$ cat src/rtl/rega_pkg.sv
// Shared types and constants for the irrigation display path.
// Holds the scan state encoding, the matrix image codes and the clock-derived default dividers.
package rega_pkg;

  typedef enum logic [1:0] {
    IDLE  = 2'd0,
    BLANK = 2'd1,
    DRIVE = 2'd2
  } scan_state_t;

  localparam logic [1:0] IMG_OFF      = 2'd0;
  localparam logic [1:0] IMG_WATERING = 2'd1;
  localparam logic [1:0] IMG_DRY      = 2'd2;
  localparam logic [1:0] IMG_ALARM    = 2'd3;

  localparam int CLK_HZ            = 50_000_000;
  localparam int ROW_DIV_DEFAULT   = 65536;
  localparam int DIGIT_DIV_DEFAULT = 65536;

endpackage

$ cat src/rtl/mod_counter.sv
// Modulo-MOD up counter with a synchronous clear; wrap is high in the cycle that rolls MOD-1 back to 0.
// Counts only when enabled; clr has priority over en.
module mod_counter
  import rega_pkg::*;
#(
  parameter int MOD = 2,
  parameter int W   = (MOD > 1) ? $clog2(MOD) : 1
) (
  input  logic         clock,
  input  logic         reset,
  input  logic         en,
  input  logic         clr,
  output logic [W-1:0] count,
  output logic         wrap
);

  localparam logic [W-1:0] LAST = W'(MOD - 1);

  logic [W-1:0] count_q, count_d;

  always_comb begin
    count_d = count_q;
    if (clr) begin
      count_d = '0;
    end else if (en) begin
      count_d = (count_q == LAST) ? '0 : count_q + 1'b1;
    end
  end

  always_ff @(posedge clock) begin
    if (reset) begin
      count_q <= '0;
    end else begin
      count_q <= count_d;
    end
  end

  assign count = count_q;
  assign wrap  = en && !clr && (count_q == LAST);

endmodule

$ cat src/rtl/matrix_scan_scheduler.sv
// Clock-enable row/digit scan scheduler: blanked row slots, frame-aligned image swaps, blink gating.
// All outputs registered (one cycle after the deciding edge); image requests are held off via ready until the next frame boundary.
module matrix_scan_scheduler
  import rega_pkg::*;
#(
  parameter int ROW_DIV      = ROW_DIV_DEFAULT,
  parameter int BLANK_CYC    = 64,
  parameter int ROWS         = 7,
  parameter int BLINK_FRAMES = 64,
  parameter int DIGIT_DIV    = DIGIT_DIV_DEFAULT,
  parameter int DIGITS       = 4
) (
  input  logic       clock,
  input  logic       reset,
  input  logic       enable,
  input  logic       blink,
  input  logic [1:0] image_req,
  input  logic       image_req_valid,
  output logic       image_req_ready,
  output logic [2:0] row_sel,
  output logic       row_en,
  output logic [1:0] image_sel,
  output logic       frame_start,
  output logic [1:0] digit_sel
);

  localparam int PW = (ROW_DIV > 1) ? $clog2(ROW_DIV) : 1;
  localparam int DW = (DIGIT_DIV > 1) ? $clog2(DIGIT_DIV) : 1;
  localparam int FW = (BLINK_FRAMES > 1) ? $clog2(BLINK_FRAMES) : 1;

  localparam logic [PW-1:0] BLANK_LAST = PW'(BLANK_CYC - 1);
  localparam logic [PW-1:0] DRIVE_LAST = PW'(ROW_DIV - 2);
  localparam logic [2:0]    ROW_LAST   = 3'(ROWS - 1);
  localparam logic [1:0]    DIG_LAST   = 2'(DIGITS - 1);

  scan_state_t state_q, state_d;
  logic [2:0]  row_sel_q, row_sel_d;
  logic        row_en_q, row_en_d;
  logic [1:0]  image_sel_q, image_sel_d;
  logic        frame_start_q, frame_start_d;
  logic [1:0]  digit_sel_q, digit_sel_d;
  logic        ready_q, ready_d;
  logic [1:0]  pend_q, pend_d;
  logic        pend_vld_q, pend_vld_d;
  logic        blink_phase_q, blink_phase_d;

  logic [PW-1:0] pre_cnt;
  logic [DW-1:0] dig_cnt;
  logic [FW-1:0] frame_cnt;
  logic          pre_wrap, dig_wrap, frame_wrap;
  logic          scanning, boundary, accept;
  logic          cnt_unused;

  assign scanning = (state_q != IDLE);
  // Leaving IDLE starts a frame just like a row-(ROWS-1) wrap does.
  assign boundary = enable && (!scanning || (pre_wrap && row_sel_q == ROW_LAST));
  assign accept   = image_req_valid && ready_q;

  mod_counter #(.MOD(ROW_DIV), .W(PW)) u_pre_cnt (
    .clock (clock),
    .reset (reset),
    .en    (enable && scanning),
    .clr   (!enable || !scanning),
    .count (pre_cnt),
    .wrap  (pre_wrap)
  );

  mod_counter #(.MOD(DIGIT_DIV), .W(DW)) u_dig_cnt (
    .clock (clock),
    .reset (reset),
    .en    (enable),
    .clr   (!enable),
    .count (dig_cnt),
    .wrap  (dig_wrap)
  );

  mod_counter #(.MOD(BLINK_FRAMES), .W(FW)) u_frame_cnt (
    .clock (clock),
    .reset (reset),
    .en    (blink && boundary),
    .clr   (!blink),
    .count (frame_cnt),
    .wrap  (frame_wrap)
  );

  assign cnt_unused = ^{dig_cnt, frame_cnt};

  always_comb begin
    state_d   = state_q;
    row_sel_d = row_sel_q;
    if (!enable) begin
      state_d   = IDLE;
      row_sel_d = '0;
    end else begin
      case (state_q)
        IDLE:    state_d = BLANK;
        BLANK:   if (pre_cnt == BLANK_LAST) state_d = DRIVE;
        DRIVE:   if (pre_cnt == DRIVE_LAST) state_d = BLANK;
        default: state_d = IDLE;
      endcase
      if (pre_wrap) begin
        row_sel_d = (row_sel_q == ROW_LAST) ? 3'd0 : row_sel_q + 3'd1;
      end
    end
  end

  always_comb begin
    blink_phase_d = blink_phase_q;
    if (!blink) begin
      blink_phase_d = 1'b0;
    end else if (frame_wrap) begin
      blink_phase_d = !blink_phase_q;
    end
    row_en_d      = (state_d == DRIVE) && !blink_phase_d;
    frame_start_d = boundary;
  end

  always_comb begin
    digit_sel_d = digit_sel_q;
    if (!enable) begin
      digit_sel_d = '0;
    end else if (dig_wrap) begin
      digit_sel_d = (digit_sel_q == DIG_LAST) ? 2'd0 : digit_sel_q + 2'd1;
    end
  end

  // A held request keeps ready low through the boundary edge that applies it.
  always_comb begin
    image_sel_d = image_sel_q;
    pend_d      = pend_q;
    pend_vld_d  = pend_vld_q;
    if (boundary && pend_vld_q) begin
      image_sel_d = pend_q;
      pend_d      = '0;
      pend_vld_d  = 1'b0;
    end
    if (accept) begin
      if (!scanning) begin
        image_sel_d = image_req;
      end else begin
        pend_d     = image_req;
        pend_vld_d = 1'b1;
      end
    end
    ready_d = !pend_vld_q && !(accept && scanning);
  end

  always_ff @(posedge clock) begin
    if (reset) begin
      state_q       <= IDLE;
      row_sel_q     <= '0;
      row_en_q      <= 1'b0;
      image_sel_q   <= IMG_OFF;
      frame_start_q <= 1'b0;
      digit_sel_q   <= '0;
      ready_q       <= 1'b1;
      pend_q        <= '0;
      pend_vld_q    <= 1'b0;
      blink_phase_q <= 1'b0;
    end else begin
      state_q       <= state_d;
      row_sel_q     <= row_sel_d;
      row_en_q      <= row_en_d;
      image_sel_q   <= image_sel_d;
      frame_start_q <= frame_start_d;
      digit_sel_q   <= digit_sel_d;
      ready_q       <= ready_d;
      pend_q        <= pend_d;
      pend_vld_q    <= pend_vld_d;
      blink_phase_q <= blink_phase_d;
    end
  end

  assign image_req_ready = ready_q;
  assign row_sel         = row_sel_q;
  assign row_en          = row_en_q;
  assign image_sel       = image_sel_q;
  assign frame_start     = frame_start_q;
  assign digit_sel       = digit_sel_q;

endmodule

$ cat config.mk
export PLATFORM = sky130hd
export DESIGN_NAME = matrix_scan_scheduler
export DESIGN_NICKNAME = d
export VERILOG_FILES = /design/src/rtl/rega_pkg.sv /design/src/rtl/mod_counter.sv /design/src/rtl/matrix_scan_scheduler.sv
export SDC_FILE = /design/constraint.sdc
export NUM_CORES = 1
export LEC_CHECK = 0
export BUFFER_PORTS_ARGS = -buffer_cell sky130_fd_sc_hd__buf_2
export CORE_UTILIZATION = 40
export DETAILED_ROUTE_END_ITERATION = 10
export HOLD_SLACK_MARGIN = 0.12
export SYNTH_ARGS = -nofsm -noshare
export SYNTH_HDL_FRONTEND = slang
export SYNTH_SLANG_ARGS = --single-unit
$ cat constraint.sdc
create_clock -name clock -period 5.15 [get_ports clock]
set_input_delay 1.03 -clock clock [delete_from_list [all_inputs] [get_ports clock]]
set_output_delay 1.03 -clock clock [all_outputs]
set_load 0.005 [all_outputs]
# After elaboration in Yosys (flattened, before gate mapping)
# Cells that the tools add are included.
[word_totals] register_bits=54 input_bits=7 out_inout_bits=10
[classes] n_addsub=5 eq_ne=10 n_mux=19 bitwise=2 n_reduce_logical=29
[ops] op="16-bit == test, second input constant" n=3
[ops] op="16-bit by 1-bit adder with 16-bit output, second input constant" n=2
[ops] op="2-bit 2-to-1 mux" n=10
[ops] op="16-bit by 6-bit == test with 1-bit output, second input constant" n=1
[ops] op="16-bit 2-to-1 mux" n=1
[ops] op="1-bit logical AND" n=14
[ops] op="1-bit zero test" n=7
[ops] op="6-bit by 1-bit adder with 6-bit output, second input constant" n=1
[ops] op="2-bit == test, second input constant" n=3
[ops] op="6-bit == test, second input constant" n=1
[ops] op="6-bit 2-to-1 mux" n=1
[ops] op="2-bit one-hot mux with 3 select lines" n=1
[ops] op="2-bit OR reduction" n=3
[ops] op="1-bit 2-to-1 mux" n=5
[ops] op="3-bit by 1-bit adder with 3-bit output, second input constant" n=1
[ops] op="3-bit == test, second input constant" n=1
[ops] op="3-bit 2-to-1 mux" n=1
[ops] op="3-bit OR reduction" n=1
[ops] op="2-bit by 1-bit adder with 2-bit output, second input constant" n=1
[ops] op="2-bit by 1-bit == test with 1-bit output, second input constant" n=1
[ops] op="2-bit zero test" n=1
[ops] op="1-bit logical OR" n=2
[ops] op="1-bit NOT" n=2
[ops] op="2-bit nonzero test" n=1

# Depth between registers and ports, before layout
[depth] word_depth=16 ltp_mapped=7 ltp_nobuf=6

# Cells and area by module
# A second synthesis with hierarchy kept.
[hier_totals] cells_unflattened=288 area_unflattened_um2=2575.0
[modules_own_cells] module="mod_counter (u_dig_cnt ...)" n_inst=2 cells_per_inst=86 area_each_um2=779.5 seq_area_each_um2=320.3
[modules_own_cells] module="matrix_scan_scheduler" n_inst=1 cells_per_inst=88 area_each_um2=752.0 seq_area_each_um2=320.3
[modules_own_cells] module="mod_counter (u_frame_cnt)" n_inst=1 cells_per_inst=28 area_each_um2=264.0 seq_area_each_um2=120.1

# Worst setup path after synthesis
# Ideal clock, no wire load.
[synth_path] path_kind="in2reg" from="in enable" to="reg row_en_q (netlist: row_en)" setup_time_ps=115 arrival_time_ps=2435 setup_slack_ps=2600 path_stages=5 n_path_buf=0 path_cell_list="o21ai_1 nor2_1 a31oi_1 or4b_1 and3_1"
[synth_via] elab_chain_cells=15 elab_cells_between_ends=18 cone_classes="eq/ne: 1; mux: 3; reduce/logical: 14"
[synth_rtl] item="from (decl)" line_no="matrix_scan_scheduler.sv:15" text="input logic enable,"
[synth_rtl] item="1-bit zero test"
[synth_rtl] item="1-bit logical OR" line_no="matrix_scan_scheduler.sv:63" text=".clr (!enable || !scanning),"
[synth_rtl] item="1-bit zero test" line_no="mod_counter.sv:39" text="assign wrap = en && !clr && (count_q == LAST);"
[synth_rtl] item="1-bit logical AND (2 in a row)" line_no="mod_counter.sv:39"
[synth_rtl] item="1-bit logical AND" line_no="matrix_scan_scheduler.sv:56" text="assign boundary = enable && (!scanning || (pre_wrap && row_sel_q == ROW_LAST));"
[synth_rtl] item="1-bit logical OR" line_no="matrix_scan_scheduler.sv:56"
[synth_rtl] item="1-bit logical AND" line_no="matrix_scan_scheduler.sv:56"
[synth_rtl] item="1-bit logical AND" line_no="matrix_scan_scheduler.sv:80" text=".en (blink && boundary),"
[synth_rtl] item="1-bit logical AND (2 in a row)" line_no="mod_counter.sv:39"
[synth_rtl] item="1-bit 2-to-1 mux" line_no="matrix_scan_scheduler.sv:111" text="end else if (frame_wrap) begin"
[synth_rtl] item="1-bit 2-to-1 mux" line_no="matrix_scan_scheduler.sv:109" text="if (!blink) begin"
[synth_rtl] item="1-bit zero test" line_no="matrix_scan_scheduler.sv:114" text="row_en_d = (state_d == DRIVE) && !blink_phase_d;"
[synth_rtl] item="1-bit logical AND *" line_no="matrix_scan_scheduler.sv:114"
[synth_rtl] item="to (signal assigned)" line_no="matrix_scan_scheduler.sv:163" text="row_en_q <= row_en_d;"
[synth_rtl] item="to (decl)" line_no="matrix_scan_scheduler.sv:38" text="logic row_en_q, row_en_d;"
# Every way passes the cells marked *; elsewhere a longest branch is shown, timed or not.
# A chain may end at the register's enable or synchronous reset.

# Worst setup path after layout
# Ends and elaborated chain as after synthesis.

==> out/results.ini <==
[synth]
ys.flop_type = dfxtp_1
synthArstFlopShare_pct = 0
synthesis.nets = 290
synth_top_cell_by_area = dfxtp_1
synth-seq-cells = 54
avgSynthCellArea_um2 = 8.673
synth.most_common_cell = dfxtp_1
ys_seq_area_share_pct = 44.84
post_synth_inst_count = 278
synthTopCellsByArea = dfxtp_1 45%, nor2_1 7.9%, xor2_1 5.4%, xnor2_1 5.1%, nand3_1 4.4%
post_synth_num_cell_types = 43
yosys_warnings = 0
syn-cell-area_um2 = 2411
synth_top_area_share_pct = 44.84
synth_edf_count = 0
synth_common_cells = 54 x dfxtp_1, 51 x nor2_1, 21 x nand3_1

[timing]
slew_headroom_pct = 45.83
tightest_slew_ns = 0.8052
rsz0062_at_grt = false
fmax_mhz = 376.7
min_period_ns = 2.655
hold_viol = 0
setup_viol = 0
setup_tns_ns = 0
slew_viol_final = 0
min_period_over_period_pct = 51.54
hold-worst-slack_ns = 0.4699
skew_ns = 0.005323

[placement]
place_congestion = 0.7542
numPlacedInstances = 361
dp_hpwl_um = 3106
port_buffers = 16

[floorplan]
die-area_um2 = 6342
die_width_um = 79.64
die_y_um = 79.64
num_io_pins = 17
rows = 27
core-area_um2 = 5642
start_util_pct = 42.74

[cts]
htree_levels = 2
clockBufferDepth = 2
post_cts_resized = 0
numCtsBuffers = 5
holdBufCountCts = 0
cts_tree = yes
root_buffer = clkbuf_8
worstSkewPairLatency_ns = 0.31
post_cts_buffers = 0
cts.clk_slew.worst_paths_ns = 0.09
cts.sinks = 54

[flow_run]
maxCapViolCount = 0

[global_route]
grt_overflow_total = 0
grt_usage_pct = 15.18
grt_util_met2_pct = 23.76
grt_pass1_vias = 1694
grt_max_degree = 17
gr-usage-met3_pct = 4.114
top_usage_layer = met2
use_met1_pct = 19.44
antenna_found_initial = 0
grt_first_pass_wirelength_um = 7541

[finish]
drive_gt1_share_pct = 10.10
areaGrowthSynthToFinish_pct = 10.69
layout.cells.non_filler = 369
nets = 308
n_antenna_cell = 0

[routing]
wl_per_cell_um = 12.03
vias_per_cell = 5.152
ant_nets = 0
dr.pass1.iters = 4
drt-total-wl_um = 4438
first_iter_violations = 57
drc_errors = 0
vias = 1901

[worst_setup_path]
critical_path_class = primary input to register
worst_ep_required_time_ns = 5.36
worst_setup_path_end_kind = register
crit_start = enable
critPathLaunchType = primary input
worstPathArrival_ns = 2.86
r2r-start = u_pre_cnt.count[0]
cp_max_fo = 8

[pwr]
leakage_nw = 0.9427
power.density_nw_per_um2 = 273.5
ir_drop_v = 0.0001714

[outcome]
outcome = completed

[worst_hold_path]
hp-start = pend_q[0]
hp-class = register to register

## final timing paths
path	to	depth (start not counted)	slack, ns
setup / recovery	row_en	6	2.50
hold reg to reg	pend_q[0]	2	0.47
setup reg to reg	row_en	6	2.86
hold / removal	pend_q[0]	2	0.47
## cell families after synthesis
group	synth area share, %
AO/OA/AOI/OAI	8.977
XOR/XNOR	10.53
adder cells (fa/ha/maj)	2.595
buffers and inverters	2.024
flip-flops	44.84
multiplexers	1.246
AND/OR/NAND/NOR	29.79
## registers in the layout, summed over array words and instances (netlist names)
signal	count
blink_phase_q	1
digit_sel	2
frame_start	1
image_req_ready	1
image_sel	2
pend_q	2
pend_vld_q	1
row_en	1
row_sel	3
state_q	2
u_dig_cnt.count	16
u_frame_cnt.count	6
u_pre_cnt.count	16
## placed cells by master, fill, tap and decap left out, types with 2 or more instances in the layout
cell	synthesis	layout
buf_2	0	16
a21oi_1	11	11
nor4_1	5	5
xnor2_1	14	14
clkbuf_1	5	2
a311oi_1	2	2
nor3_1	6	6
nor2_1	51	51
clkbuf_8	0	5
and4_1	3	3
dfxtp_1	54	54
or2_2	2	2
nand2_1	19	19
or3_1	4	4
mux2i_1	3	3
ha_1	5	5
a31oi_1	2	2
xor2_1	15	15
o21ai_0	5	5
and3_1	8	8
nand2b_1	3	3
nand4_1	7	7
nand3_1	21	21
nor3b_1	2	2
o21bai_1	3	3
inv_1	8	8
o211ai_1	2	2
## area by class of cell
cell class                      count  area [um2]
Inverter                            8       30.03
Fill cell                         555        2973
Timing Repair Buffer               16       80.08
Sequential cell                    54        1081
Clock inverter                      1       30.03
Multi-Input combinational cell    211        1281
Tap cell                           72       90.09
Clock buffer                        7       76.32
## power breakdown
part           switching [mW]  internal [mW]  total (mW)
sequential            0.00321          0.422       0.425
combinational          0.0162        0.00985      0.0261
clock                   0.133          0.146       0.279
total                   0.153          0.577       0.730
## stage by stage
step / utilization, % / setup WS [ns] / area (um2) / power (mW)
2_1_floorplan: - / 2.600 / 2411 / 0.4507
3_3_place_gp: 45.42 / 2.248 / 2562 / 0.4608
3_5_place_dp: 45.42 / 2.175 / 2562 / 0.4610
4_1_cts: 47.31 / 2.514 / 2669 / 0.7423
5_1_grt: 47.31 / 2.351 / 2669 / 0.7589
6_report: 47.31 / 2.495 / 2669 / 0.7299
## per-layer routing
layer  up-vias  share of wire [%]
met5         -                  0
met2        24                 43
met1       865                 53
met3         4                3.4
li1       1008                  -
met4         0               0.86
## worst max-delay path, stage by stage
cell     delay, ns
buf_2         0.15
o21ai_1       0.18
nor2_1        0.48
a31oi_1       0.30
or4b_1        0.54
and3_1        0.17
(Power assumes the default switching activity.)
